File: src/rtl/mult_pkg.sv
`default_nettype none
// ============================================================================
//  Module      : mult_pkg
//  Description : Shared types and sizing helpers for the iterative radix-4
//                multiplier (FSM state encoding, iteration count, counter
//                width).
//  Revision    : 1.0 - initial release
// ============================================================================
package mult_pkg;

  // Controller states; values are fixed so the encoding is stable across tools.
  typedef enum logic [1:0] {
    IDLE = 2'd0,
    CALC = 2'd1,
    DONE = 2'd2
  } state_e;

  // Number of radix-4 iterations needed for a data_w-bit multiplier.
  function automatic int iter_count(input int data_w);
    return data_w / 2;
  endfunction

  // Width of the iteration down-counter (never narrower than one bit).
  function automatic int cnt_width(input int data_w);
    return (data_w / 2 > 1) ? $clog2(data_w / 2) : 1;
  endfunction

endpackage : mult_pkg
`default_nettype wire

File: src/rtl/mult_radix4_pp.sv
`default_nettype none
// ============================================================================
//  Module      : mult_radix4_pp
//  Description : Radix-4 partial-product selector. Returns digit * a for a
//                2-bit unsigned digit, i.e. one of {0, A, 2A, 3A}.
//  Revision    : 1.0 - initial release
//  Ports       : a     in  DATA_W    unsigned multiplicand
//                digit in  2         multiplier digit (two LSBs)
//                pp    out DATA_W+2  selected partial product
// ============================================================================
module mult_radix4_pp #(
  parameter int DATA_W = 16
) (
  input  logic [DATA_W-1:0] a,
  input  logic [1:0]        digit,
  output logic [DATA_W+1:0] pp
);

  logic [DATA_W+1:0] w_a1;
  logic [DATA_W+1:0] w_a2;

  assign w_a1 = {2'b00, a};
  assign w_a2 = {1'b0, a, 1'b0};

  always_comb begin
    pp = '0;
    case (digit)
      2'd0:    pp = '0;
      2'd1:    pp = w_a1;
      2'd2:    pp = w_a2;
      2'd3:    pp = w_a1 + w_a2;
      default: pp = '0;
    endcase
  end

endmodule : mult_radix4_pp
`default_nettype wire

File: src/rtl/mult_iter.sv
`default_nettype none
// ============================================================================
//  Module      : mult_iter
//  Description : Iterative radix-4 multiplier for the execute stage. Takes
//                two DATA_W-bit forwarded operands, retires two multiplier
//                bits per cycle and returns a 2*DATA_W-bit product. busy
//                stalls the pipeline front while the multiply runs.
//  Revision    : 1.0 - initial release
//  Ports       : clk       in  1         rising-edge clock
//                arst_n    in  1         asynchronous active-low reset
//                start     in  1         request (sampled in IDLE/DONE)
//                signed_op in  1         1 = two's-complement operands
//                op_a      in  DATA_W    multiplicand
//                op_b      in  DATA_W    multiplier
//                busy      out 1         high while calculating
//                done      out 1         one-cycle result-valid pulse
//                product   out 2*DATA_W  result, held until next result
//  Config      : MULT_EARLY_EXIT_EN - finish as soon as the remaining
//                multiplier bits are all zero (minimum one CALC cycle).
// ============================================================================
module mult_iter
  import mult_pkg::*;
#(
  parameter int DATA_W = 16
) (
  input  logic                clk,
  input  logic                arst_n,
  input  logic                start,
  input  logic                signed_op,
  input  logic [DATA_W-1:0]   op_a,
  input  logic [DATA_W-1:0]   op_b,
  output logic                busy,
  output logic                done,
  output logic [2*DATA_W-1:0] product
);

  localparam int             ITER     = iter_count(DATA_W);
  localparam int             CNT_W    = cnt_width(DATA_W);
  localparam logic [CNT_W-1:0] CNT_LOAD = CNT_W'(ITER - 1);

  state_e                r_state;
  logic [DATA_W-1:0]     r_a;
  logic [DATA_W-1:0]     r_b;
  // The accumulator's two LSBs are always zero between iterations, so only
  // the upper 2*DATA_W-2 bits are stored.
  logic [2*DATA_W-3:0]   r_acc;
  logic [CNT_W-1:0]      r_cnt;
  logic                  r_neg;
  logic [2*DATA_W-1:0]   r_product;

  logic [DATA_W-1:0]     w_abs_a;
  logic [DATA_W-1:0]     w_abs_b;
  logic                  w_neg;
  logic [DATA_W+1:0]     w_pp;
  logic [DATA_W+1:0]     w_upper;
  logic [2*DATA_W-1:0]   w_acc_nxt;
  logic [DATA_W-1:0]     w_b_nxt;
  logic [2*DATA_W-1:0]   w_mag;
  logic [2*DATA_W-1:0]   w_result;
  logic                  w_last;

  // Operand magnitudes; -0x8000 wraps to 0x8000, which is the exact
  // unsigned magnitude.
  assign w_abs_a = (signed_op && op_a[DATA_W-1]) ? -op_a : op_a;
  assign w_abs_b = (signed_op && op_b[DATA_W-1]) ? -op_b : op_b;
  assign w_neg   = signed_op & (op_a[DATA_W-1] ^ op_b[DATA_W-1]);

  mult_radix4_pp #(
    .DATA_W (DATA_W)
  ) u_pp (
    .a     (r_a),
    .digit (r_b[1:0]),
    .pp    (w_pp)
  );

  // Add the partial product into the upper half, then shift right by two.
  // The sum fits in DATA_W+2 bits because the running product is bounded
  // by A * 4^(k+1).
  assign w_upper   = {2'b00, r_acc[2*DATA_W-3:DATA_W-2]} + w_pp;
  assign w_acc_nxt = {w_upper, r_acc[DATA_W-3:0]};
  assign w_b_nxt   = r_b >> 2;

`ifdef MULT_EARLY_EXIT_EN
  // Leaving early skips 'r_cnt' further shifts; realign the magnitude here.
  assign w_last = (r_cnt == '0) || (w_b_nxt == '0);
  assign w_mag  = w_acc_nxt >> {r_cnt, 1'b0};
`else
  assign w_last = (r_cnt == '0);
  assign w_mag  = w_acc_nxt;
`endif

  assign w_result = r_neg ? -w_mag : w_mag;

  always_ff @(posedge clk or negedge arst_n) begin
    if (!arst_n) begin
      r_state   <= IDLE;
      r_a       <= '0;
      r_b       <= '0;
      r_acc     <= '0;
      r_cnt     <= '0;
      r_neg     <= 1'b0;
      r_product <= '0;
    end else begin
      case (r_state)
        IDLE, DONE: begin
          if (start) begin
            r_a     <= w_abs_a;
            r_b     <= w_abs_b;
            r_neg   <= w_neg;
            r_acc   <= '0;
            r_cnt   <= CNT_LOAD;
            r_state <= CALC;
          end else begin
            r_state <= IDLE;
          end
        end
        CALC: begin
          r_acc <= w_acc_nxt[2*DATA_W-1:2];
          r_b   <= w_b_nxt;
          r_cnt <= r_cnt - CNT_W'(1);
          if (w_last) begin
            r_product <= w_result;
            r_state   <= DONE;
          end
        end
        default: r_state <= IDLE;
      endcase
    end
  end

  assign busy    = (r_state == CALC);
  assign done    = (r_state == DONE);
  assign product = r_product;

endmodule : mult_iter
`default_nettype wire

File: config.mk
export PLATFORM = sky130hd
export DESIGN_NAME = mult_iter
export DESIGN_NICKNAME = d
export VERILOG_FILES = /design/src/rtl/mult_pkg.sv /design/src/rtl/mult_radix4_pp.sv /design/src/rtl/mult_iter.sv
export SDC_FILE = /design/constraint.sdc
export NUM_CORES = 1
export LEC_CHECK = 0
export CAP_MARGIN = 25
export CORE_MARGIN = 1.5
export CORE_UTILIZATION = 40
export DETAILED_ROUTE_END_ITERATION = 7
export PLACE_DENSITY_LB_ADDON = 0.1
export SLEW_MARGIN = 20
export SYNTH_ARGS = -nofsm -noshare
export SYNTH_HDL_FRONTEND = slang
export SYNTH_SLANG_ARGS = --single-unit
File: constraint.sdc
create_clock -name clk -period 4.9 [get_ports clk]
set_input_delay 0.735 -clock clk [delete_from_list [all_inputs] [get_ports clk]]
set_output_delay 0.735 -clock clk [all_outputs]
set_load 0.02 [all_outputs]
; Yosys cells after proc, flatten, opt, wreduce, memory -nomap -nowiden
; Index checks and enable logic that the tools add are counted.
[op_classes]
shift = 0
reduce_logical = 10
n_addsub = 6
n_eq_ne = 7
magnitude_cmp = 0
bitwise = 2
mux = 13
multipliers = 0
div = 0
[op_table]
columns = op, n
row1 = 18-bit one-hot mux with 4 select lines, 1
row2 = 30-bit one-hot mux with 2 select lines, 1
row3 = 16-bit two-way mux, 3
row4 = 32-bit two-way mux, 1
row5 = 16-bit negation, 2
row6 = 32-bit negation, 1
row7 = 16-bit one-hot mux with 2 select lines, 1
row8 = 30-bit two-way mux, 1
row9 = 16-bit by 17-bit adder with 18-bit output, 1
row10 = 16-bit by 18-bit adder with 18-bit output, 1
row11 = "2-bit == test, second input constant", 3
row12 = 3-bit one-hot mux with 2 select lines, 1
row13 = 2-bit AND reduction, 3
row14 = "2-bit by 1-bit == test with 1-bit output, second input constant", 2
row15 = 2-bit zero test, 2
row16 = 2-bit one-hot mux with 2 select lines, 1
row17 = 3-bit zero test, 1
row18 = 3-bit two-way mux, 1
row19 = "3-bit by 1-bit subtractor with 3-bit output, second input constant", 1
row20 = 1-bit logical AND, 2
row21 = 2-bit two-way mux, 1
row22 = "2-bit by 1-bit inequality test with 1-bit output, second input constant", 1
row23 = "2-bit inequality test, second input constant", 1
row24 = 2-bit nonzero test, 1
row25 = 4 further kinds, 4
[word_totals]
inputBits = 36
rom_bits = 0
mem_count = 0
mem_bits_rw = 0
out_inout_bits = 34
regBits = 100
latch_bits = 0
wordCells = 45

; Logic depth before layout (Yosys ltp)
; Gate-level depths: netlist (run 1).
[depth]
depth_word = 5
ltp_mapped = 22
depth_no_buf = 22

; By module
; Synthesis (run 1) repeated with hierarchy kept, for this count alone.
[hier_totals]
hier_cells = 764
hier_area_um2 = 6720.2
[modules_own_cells]
columns = module, seq_area_each_um2, area_each_um2, cells_per_inst, instances
row1 = mult_iter, 2502.4, 5725.5, 622, 1
row2 = mult_radix4_pp, 0.0, 994.7, 142, 1

; Worst setup path after synthesis (run 1)
; Ideal clock, no wire load.
[synth_path]
path_kind = flip-flop to flip-flop
startpoint = register r_a[1]
endpoint = register r_product[31] (netlist: product[31])
required_time_ns = 4.770
n_path_buf = 0
arrival_ns = 4.419
period_less_slack_ns = 4.549
stages_incl_launch_ff = 19
setup_time_ns = 0.130
slack_ns = 0.351
path_cell_list = dfrtp_1 ha_1 inv_1 fa_1 nor2b_1 o21ai_0 a21boi_0 o31ai_1 and3_1 a21o_1 a22o_1 ha_1 or4_1 a222oi_1 nand2_2 or4_4 a211oi_2 or4_1 nand3_1
[synth_via]
elab_chain_len = 5
[synth_lines]
columns = element, line
row1 = "start, declared", mult_iter.sv:42  ; logic [DATA_W-1:0] r_a;
row2 = "start signal, assigned", mult_iter.sv:107  ; r_a <= w_abs_a;
row3 = 16-bit by 17-bit adder with 18-bit output, mult_radix4_pp.sv:31  ; 2'd3: pp = w_a1 + w_a2;
row4 = 18-bit one-hot mux with 4 select lines *, mult_radix4_pp.sv:27  ; case (digit)
row5 = 16-bit by 18-bit adder with 18-bit output *, mult_iter.sv:79  ; assign w_upper = {2'b00, r_acc[2*DATA_W-3:DATA_W-2]} + w_pp;
row6 = 32-bit negation, mult_iter.sv:92  ; assign w_result = r_neg ? -w_mag : w_mag;
row7 = 32-bit two-way mux *, mult_iter.sv:92
row8 = "end signal, assigned", mult_iter.sv:122  ; r_product <= w_result;
row9 = "end, declared", mult_iter.sv:49  ; logic [2*DATA_W-1:0] r_product;
; Every way passes the cells marked *; elsewhere a longest branch is shown, timed or not.
; A chain may end at the register's enable or synchronous reset.

; Worst setup path after layout (run 1)
; Same ends and word-level chain as after synthesis.

==> results.md, run 1 <==
* First-pass GRT wire length at 27500 µm
* Vias at 5781
* DRT Pass-1 Iters at 6
* Critical Path Fanout Max at 6
* Post-Syn Instances at 777
* GR Overflow Total at 0
* Die area at 17900 µm²
* Deepest clock path buffer count at 2
* Achievable Freq at 216 MHz
* LEAKAGE at 3.59 nW
* Antenna Cells at 0
* Tcrit/Tclk final at 94.6%
* CP Class: register to register
* Status: complete, no violations
* TritonCTS Sinks at 100
* Mapped cell area at 6860 µm²
* Nets@finish at 918
* Crit path time final at 4.63 ns
* Least-Margin Pin Slew at 0.912 ns
* Top sig layer: met4
* Reg-to-reg startpoint: r_a[1]$_DFFE_PN0P_
* FF-to-FF path depth at 21
* Pwr dens at 839 nW/µm²
* Wire length per cell at 15.6 µm
* Top_reg_cell synth: dfrtp_1
* DR WL met3 at 675 µm
* Share of the synthesized area in the top cell type at 36.5%
* # placed instances at 1050
* Post-synth EDFFs at 0
* Fin. Hold Viols at 0
* DP HPWL at 12500 µm
* Post-synth top cells: dfrtp_1 (100), o21ai_0 (100), nand2_1 (99), xor2_1 (44), nor2_1 (40)
* Drt drc at 0
* Setup WS post-layout at 0.266 ns
* Hold WC Path Type: register to register
* Synth top area cells: dfrtp_1 (36%), o21ai_0 (7.3%), ha_1 (6.7%), xor2_1 (5.6%), nand2_1 (5.4%)
* Row cnt at 47
* Worst reg2reg path endpoint: product[31]$_DFFE_PN0P_
* Relative slew slack at 39.2%
* All-Layer GR Usage at 19.1%
* CP required at 5.13 ns
* Unique masters post-synth at 64
* Slew Viols, Final at 0
* Starting density of the core at 41.2%
* Hold depth at 2
* Layout area overhead at 19.5%
* Hold endpoint: product[24]$_DFFE_PN0P_
* Register area share after synthesis at 36.5%
* Clock transition at the registers of the reported paths at 0.07 ns
* Largest net degree at the start of global routing at 72
* Critical Path Max Stage Delay at 0.58 ns
* Pre-CTS setup slack at 0.0330 ns
* Core Box Area at 16600 µm²
* Mean post-synth cell area at 8.83 µm²
* Met1 WL at 7850 µm
* Cts hold-fix bufs at 0
* Number of global-route vias before repair at 5543
* Synth warn at 0
* Critical Path Sink Type: register
* Max cap viols at 0
* # fillers at 1572
* Gpl congestion at 0.918
* Worst Setup Start Kind: register
* HP Start: product[24]$_DFFE_PN0P_
* TritonCTS clock tree: built
* Yosys top cell by area: dfrtp_1
* Clk root buf: clkbuf_16
* Metal2 WL at 7940 µm
* Final wirelength at 16700 µm
* Post-synthesis register bit count at 100
* Arrival time worst endpoint at 4.86 ns
* Total CTS buffers at 9
* Clk_lat worst skew at 0.35 ns
* Io pins at 70
* Final setup vio count at 0
* Max VDD drop at 0.254 mV
* Total power at 6.88 mW
* Layout cells sized above 1 at 7.90%
* Syn_nets at 852
* Chip height at 134 µm
* Finished Layout Cells at 1068
* Clock Skew at 0.00684 ns
* Flop-to-flop setup slack at 0.27 ns
* Cell Chain, Critical Path: ha_1 > inv_1 > fa_1 > nor2b_1 > o21ai_1 > a21boi_2 > o31ai_2 > nand2b_1 > a21oi_1 > xnor2_1 > nand2_1 > a31oi_1 > ha_1 > o21a_1 > o21a_1 > or2_2 > xor2_1 > or4_4 > a211oi_2 > or4_1 > nand3_1
* Async SR Flop Fraction at 100%
* CP max-delay cell: or4_4
* # port buffers at 69
* Initial drt markers at 244
* Initial antenna violation count at 0
* Routed Antenna Nets at 0
* Vias per cell at 5.41
* Chip width at 134 µm
* H-tree depth at 3
-- report_power, final --
group | leakage [nW] | internal (mW) | total, mW | switching, mW
logic | 2.16 | 2.02 | 4.52 | 2.49
clock network | 0.160 | 0.455 | 0.791 | 0.336
registers | 1.27 | 1.20 | 1.57 | 0.365
-- cell families (layout without fill, tap and decap cells) --
kind of cell               Yosys count  after routing  share of synthesized area [%]
xor gates and xnor gates            83             83                           10.6
and+or+nand+nor                    219            219                           15.0
AOI/OAI and AO/OA                  263            263                           24.9
muxes                               11             11                           1.62
buffers and inverters               62            133                           4.10
adders and majority gates           39             39                           7.33
DFF                                100            100                           36.5
-- stage by stage --
step                hold WS, ns  util (%)  setup TNS [ns]  cell area (µm²)
finish                    0.478      49.3               0             8200
global route              0.503      49.3         -0.0109             8200
CTS                       0.487      48.9               0             8140
detailed placement        0.472      46.9               0             7810
global placement          0.461      46.9               0             7810
floorplan                 0.439         -               0             6860
-- routing by layer --
metal	up-vias	global-route usage, %
met1	2713	25.3
met2	117	32.9
met5	-	0
met3	17	2.08
met4	0	5.68
li1	2934	-
-- layout make-up --
type | count | area [µm²] | share of cell area, %
clock buffers | 10 | 229 | 2.79
multi-input cells | 615 | 4120 | 50.2
flip-flops and latches | 100 | 2500 | 30.5
well taps | 220 | 275 | 3.36
inverters | 22 | 82.6 | 1.01
clock inverters | 6 | 96.3 | 1.18
repair buffers | 95 | 896 | 10.9
-- critical path: cells and delay by family (launching register included) --
kind,cells,cell delay (ns)
simple gates,7,1.30
compound gates,8,1.61
flops,1,0.44
xor+xnor,2,0.33
buf+inv,1,0.08
fa+ha+maj,3,0.74
-- registers in the layout, indices dropped and copies added (netlist names) --
register,count
product,32
r_cnt,3
r_acc,30
r_state,2
r_a,16
r_b,16
r_neg,1
-- worst max path at each step --
stage,from,endpoint,cells past startpoint
finish,r_a[1]$_DFFE_PN0P_,product[31]$_DFFE_PN0P_,21
global route,r_a[2]$_DFFE_PN0P_,product[31]$_DFFE_PN0P_,20
CTS,r_a[1]$_DFFE_PN0P_,product[31]$_DFFE_PN0P_,21
detailed placement,r_a[1]$_DFFE_PN0P_,product[31]$_DFFE_PN0P_,21
global placement,r_a[1]$_DFFE_PN0P_,product[31]$_DFFE_PN0P_,21
floorplan,r_a[1]$_DFFE_PN0P_,product[31]$_DFFE_PN0P_,18
-- cell usage in the layout, fill, tap and decap left out, drive strengths merged, types with 2 or more instances in the layout --
master and count:
o21a 7, or4 9, nand2 100, xor2 44, clkinv 3, clkbuf 10, o41ai 3, buf 27
nand3 12, nor2 40, o31ai 13, nor4 10, and4 2, clkdlybuf4s50 68, o311ai 2, nand3b 2
a22oi 16, bufinv 2, nor3 7, nor2b 6, mux2i 10, dfrtp 100, a21oi 39, o211ai 6
o21ai 103, or3 4, inv 23, o21bai 2, and2 6, a211oi 8, or2 4, fa 2
a31oi 7, ha 37, a22o 32, o211a 2, a21o 12, nand2b 14, xnor2 39
-- repair_timing --
action                                 CTS  global route
endpoints found under the hold margin    0             0
setup endpoints to repair                0             7
setup buffers                            0             1
resized for setup                        0            14
Power figures use the tool's default switching activity.
==> inputs of run 2 (changes only) <==
--- a/config.mk
+++ b/config.mk
@@ -10,6 +10,7 @@
 export CORE_UTILIZATION = 40
 export DETAILED_ROUTE_END_ITERATION = 7
 export PLACE_DENSITY_LB_ADDON = 0.1
+export REMOVE_ABC_BUFFERS = 1
 export SLEW_MARGIN = 20
 export SYNTH_ARGS = -nofsm -noshare
 export SYNTH_HDL_FRONTEND = slang
==> run 2 against run 1 <==
  * First-iteration DRC count grew 44%
  * Cell count down 0.28%
  * Global-route usage decreased by 0.58 points
  * Non-clock buffer count shrank 3
  * Critical path depth is 2 lower
  * Clock skew increased by 0.0078 ns
  * Combinational power is 1% lower
  * Highest routed layer unchanged
  * Clock power decreased by 12%
  * Register-to-register slack got worse by 0.05 ns
  * Critical endpoint unchanged
  * Core utilization is 0.17 points lower
==> results.md, run 2 (same netlist as run 1, synthesis figures left out) <==
* Clock transition at the registers of the reported paths at 0.07 ns (about the same)
* Final setup vio count at 0 (unchanged)
* Multi-input logic area at 4140 µm² (+0.67%)
* Largest register FFs at 32 (unchanged)
* Nets@finish at 915 (-0.33%)
* Number of global-route vias before repair at 5547 (+0.072%)
* Row cnt at 47 (unchanged)
* Critical Path Fanout Max at 7 (+1)
* Fin util at 49.1% (-0.17 points)
* Final wirelength at 16200 µm (-3.0%)
* # placed instances at 1044 (-0.57%)
* Max VDD drop at 0.270 mV (+6.3%)
* Gpl congestion at 0.931 (+1.4%)
* Initial drt markers at 352 (+44%)
* Most common cell after layout, fill and taps aside: dfrtp_1
* Die area at 17900 µm² (unchanged)
* Cts hold-fix bufs at 0 (unchanged)
* LEAKAGE at 3.55 nW (-0.95%)
* Most frequent cells in the layout: dfrtp_1 (99), nand2_1 (98), o21ai_0 (96)
* Fin. Hold Viols at 0 (unchanged)
* # fillers at 1589 (+1.1%)
* Vias at 5679 (-1.8%)
* Pwr dens at 825 nW/µm² (-1.6%)
* Relative slew slack at 43.0% (+3.8 points)
* Slew Viols, Final at 0 (unchanged)
* # port buffers at 69 (unchanged)
* Layout area overhead at 19.1%
* Clk_lat worst skew at 0.36 ns (about the same)
* Starting density of the core at 41.2% (unchanged)
* DRT Pass-1 Iters at 4 (-2)
* Max cap viols at 0 (unchanged)
* Critical Path Sink Type: register
* Chip width at 134 µm (unchanged)
* Sequential cell area at 2500 µm² (unchanged)
* Vias per cell at 5.33 (-1.5%)
* Least-Margin Pin Slew at 0.853 ns (-0.0594 ns)
* GR Overflow Total at 0 (unchanged)
* Routed Antenna Nets at 0 (unchanged)
* Finished Layout Cells at 1065 (-0.28%)
* CP Class: register to register
* First-pass GRT wire length at 26800 µm (-2.4%)
* Total power at 6.74 mW (-2.0%)
* Clock Skew at 0.0146 ns (+0.00775 ns)
* Hold WC Path Type: input port to async pin
* Status: complete, no violations
* Worst Setup Start Kind: register
* Layout cells sized above 1 at 8.05% (+0.15 points)
* DP HPWL at 11900 µm (-4.8%)
* Wire length per cell at 15.2 µm (-2.8%)
* All-Layer GR Usage at 18.5% (-0.58 points)
* CP required at 5.19 ns (+0.06 ns)
* Io pins at 70 (unchanged)
* FF-to-FF path depth at 19 (-9.5%)
* Clk root buf: clkbuf_16
* Arrival time worst endpoint at 4.97 ns (+0.11 ns)
* TritonCTS clock tree: built
* Tcrit/Tclk final at 95.5% (+0.97 points)
* H-tree depth at 3 (unchanged)
* Achievable Freq at 214 MHz (-1.0%)
* Chip height at 134 µm (unchanged)
* Setup_tns at 0 ns (unchanged)
* Drt drc at 0 (unchanged)
* Crit path time final at 4.68 ns (+0.0475 ns)
* Core Box Area at 16600 µm² (unchanged)
* M1 GR Usage at 24.5% (-0.76 points)
* Met3 Use GR at 3.67% (+1.6 points)
* Initial antenna violation count at 0 (unchanged)
* Antenna Cells at 0 (unchanged)
* Largest net degree at the start of global routing at 80 (+11%)
* Total CTS buffers at 9 (unchanged)
* Hold_ws at 0.279 ns (-0.199 ns)
* Busiest grt layer: met2
* TritonCTS Sinks at 100 (unchanged)
* Deepest clock path buffer count at 2 (unchanged)
* GRT met2 Usage at 31.1% (-1.8 points)
## run 2: cell types whose count changed in the layout (fill, tap and decap cells not counted), sizes merged
cell      change
bufinv        -2
buf           -3
inv           +1
clkinvlp      +1
clkbuf        +1
clkinv        -1
## run 2: final timing paths
| check | from | endpoint | slack [ns] |
|---|---|---|---|
| max | r_a[2]$_DFFE_PN0P_ | product[31]$_DFFE_PN0P_ | 0.22 |
| min | arst_n | product[6]$_DFFE_PN0P_ | 0.28 |
| max reg2reg | r_a[2]$_DFFE_PN0P_ | product[31]$_DFFE_PN0P_ | 0.22 |
| min reg2reg | product[9]$_DFFE_PN0P_ | product[9]$_DFFE_PN0P_ | 0.48 |
| max in group asynchronous | arst_n | product[24]$_DFFE_PN0P_ | 3.69 |
| min in group clk | product[9]$_DFFE_PN0P_ | product[9]$_DFFE_PN0P_ | 0.48 |
## run 2: worst max-delay path: stages, from the launching register on
cell and delay (ns):
dfrtp_1 0.45, ha_1 0.33, a211oi_2 0.27, o21ai_0 0.18
a21oi_1 0.22, xor2_1 0.16, nor2_1 0.05, a21oi_1 0.11
o21ai_0 0.10, ha_2 0.43, nand3_1 0.19, nor4_4 0.35
o311ai_0 0.23, a21oi_1 0.34, buf_4 0.17, a41o_1 0.16
o21ai_0 0.08, xor2_1 0.19, or4_1 0.48, nand3_1 0.10
## run 2: area by class of cell
class                   count  area share [%]
multi-input cells         615            50.7
flip-flops and latches    100            30.6
repair buffers             92            10.8
well taps                 220            3.37
clock buffers              11            2.97
inverters                  22            1.01
clock inverters             5           0.521
## run 2: per-stage QoR
stage | cell area, µm² | worst slack, ns
final | 8170 | 0.219
after global routing | 8170 | -0.0156
after CTS | 8060 | 0.0486
after detailed placement | 7770 | 0.0221
after global placement | 7770 | 0.161
after floorplan | 6660 | 0.345
## run 2: where the power goes
part | switching [mW] | internal, mW | total (mW)
logic | 2.46 | 2.01 | 4.47
clock network | 0.332 | 0.365 | 0.697
registers | 0.367 | 1.20 | 1.57
total | 3.16 | 3.58 | 6.74
## run 2: per-layer routing
layer / routed length (µm) / up-vias / part of all wire (%)
met5: 0 / - / 0
li1: - / 2935 / -
met3: 621 / 13 / 3.8
met2: 7610 / 109 / 47
met4: 182 / 0 / 1.1
met1: 7770 / 2622 / 48
## run 2: timing repair
action                                  4_1_cts  5_1_grt
setup buffers                                 0        4
gates cloned                                  0        0
endpoints found under the hold margin         0        0
pin swaps                                     0        6
endpoints found under the setup margin        1        8
resized for setup                             1       18
==> inputs of run 3 (changes only) <==
--- a/config.mk
+++ b/config.mk
@@ -5,6 +5,7 @@
 export SDC_FILE = /design/constraint.sdc
 export NUM_CORES = 1
 export LEC_CHECK = 0
+export ABC_AREA = 0
 export CAP_MARGIN = 25
 export CORE_MARGIN = 1.5
 export CORE_UTILIZATION = 40
==> results of run 3 <==
No change in the layout: final DEF, timing and power equal those of run 2.
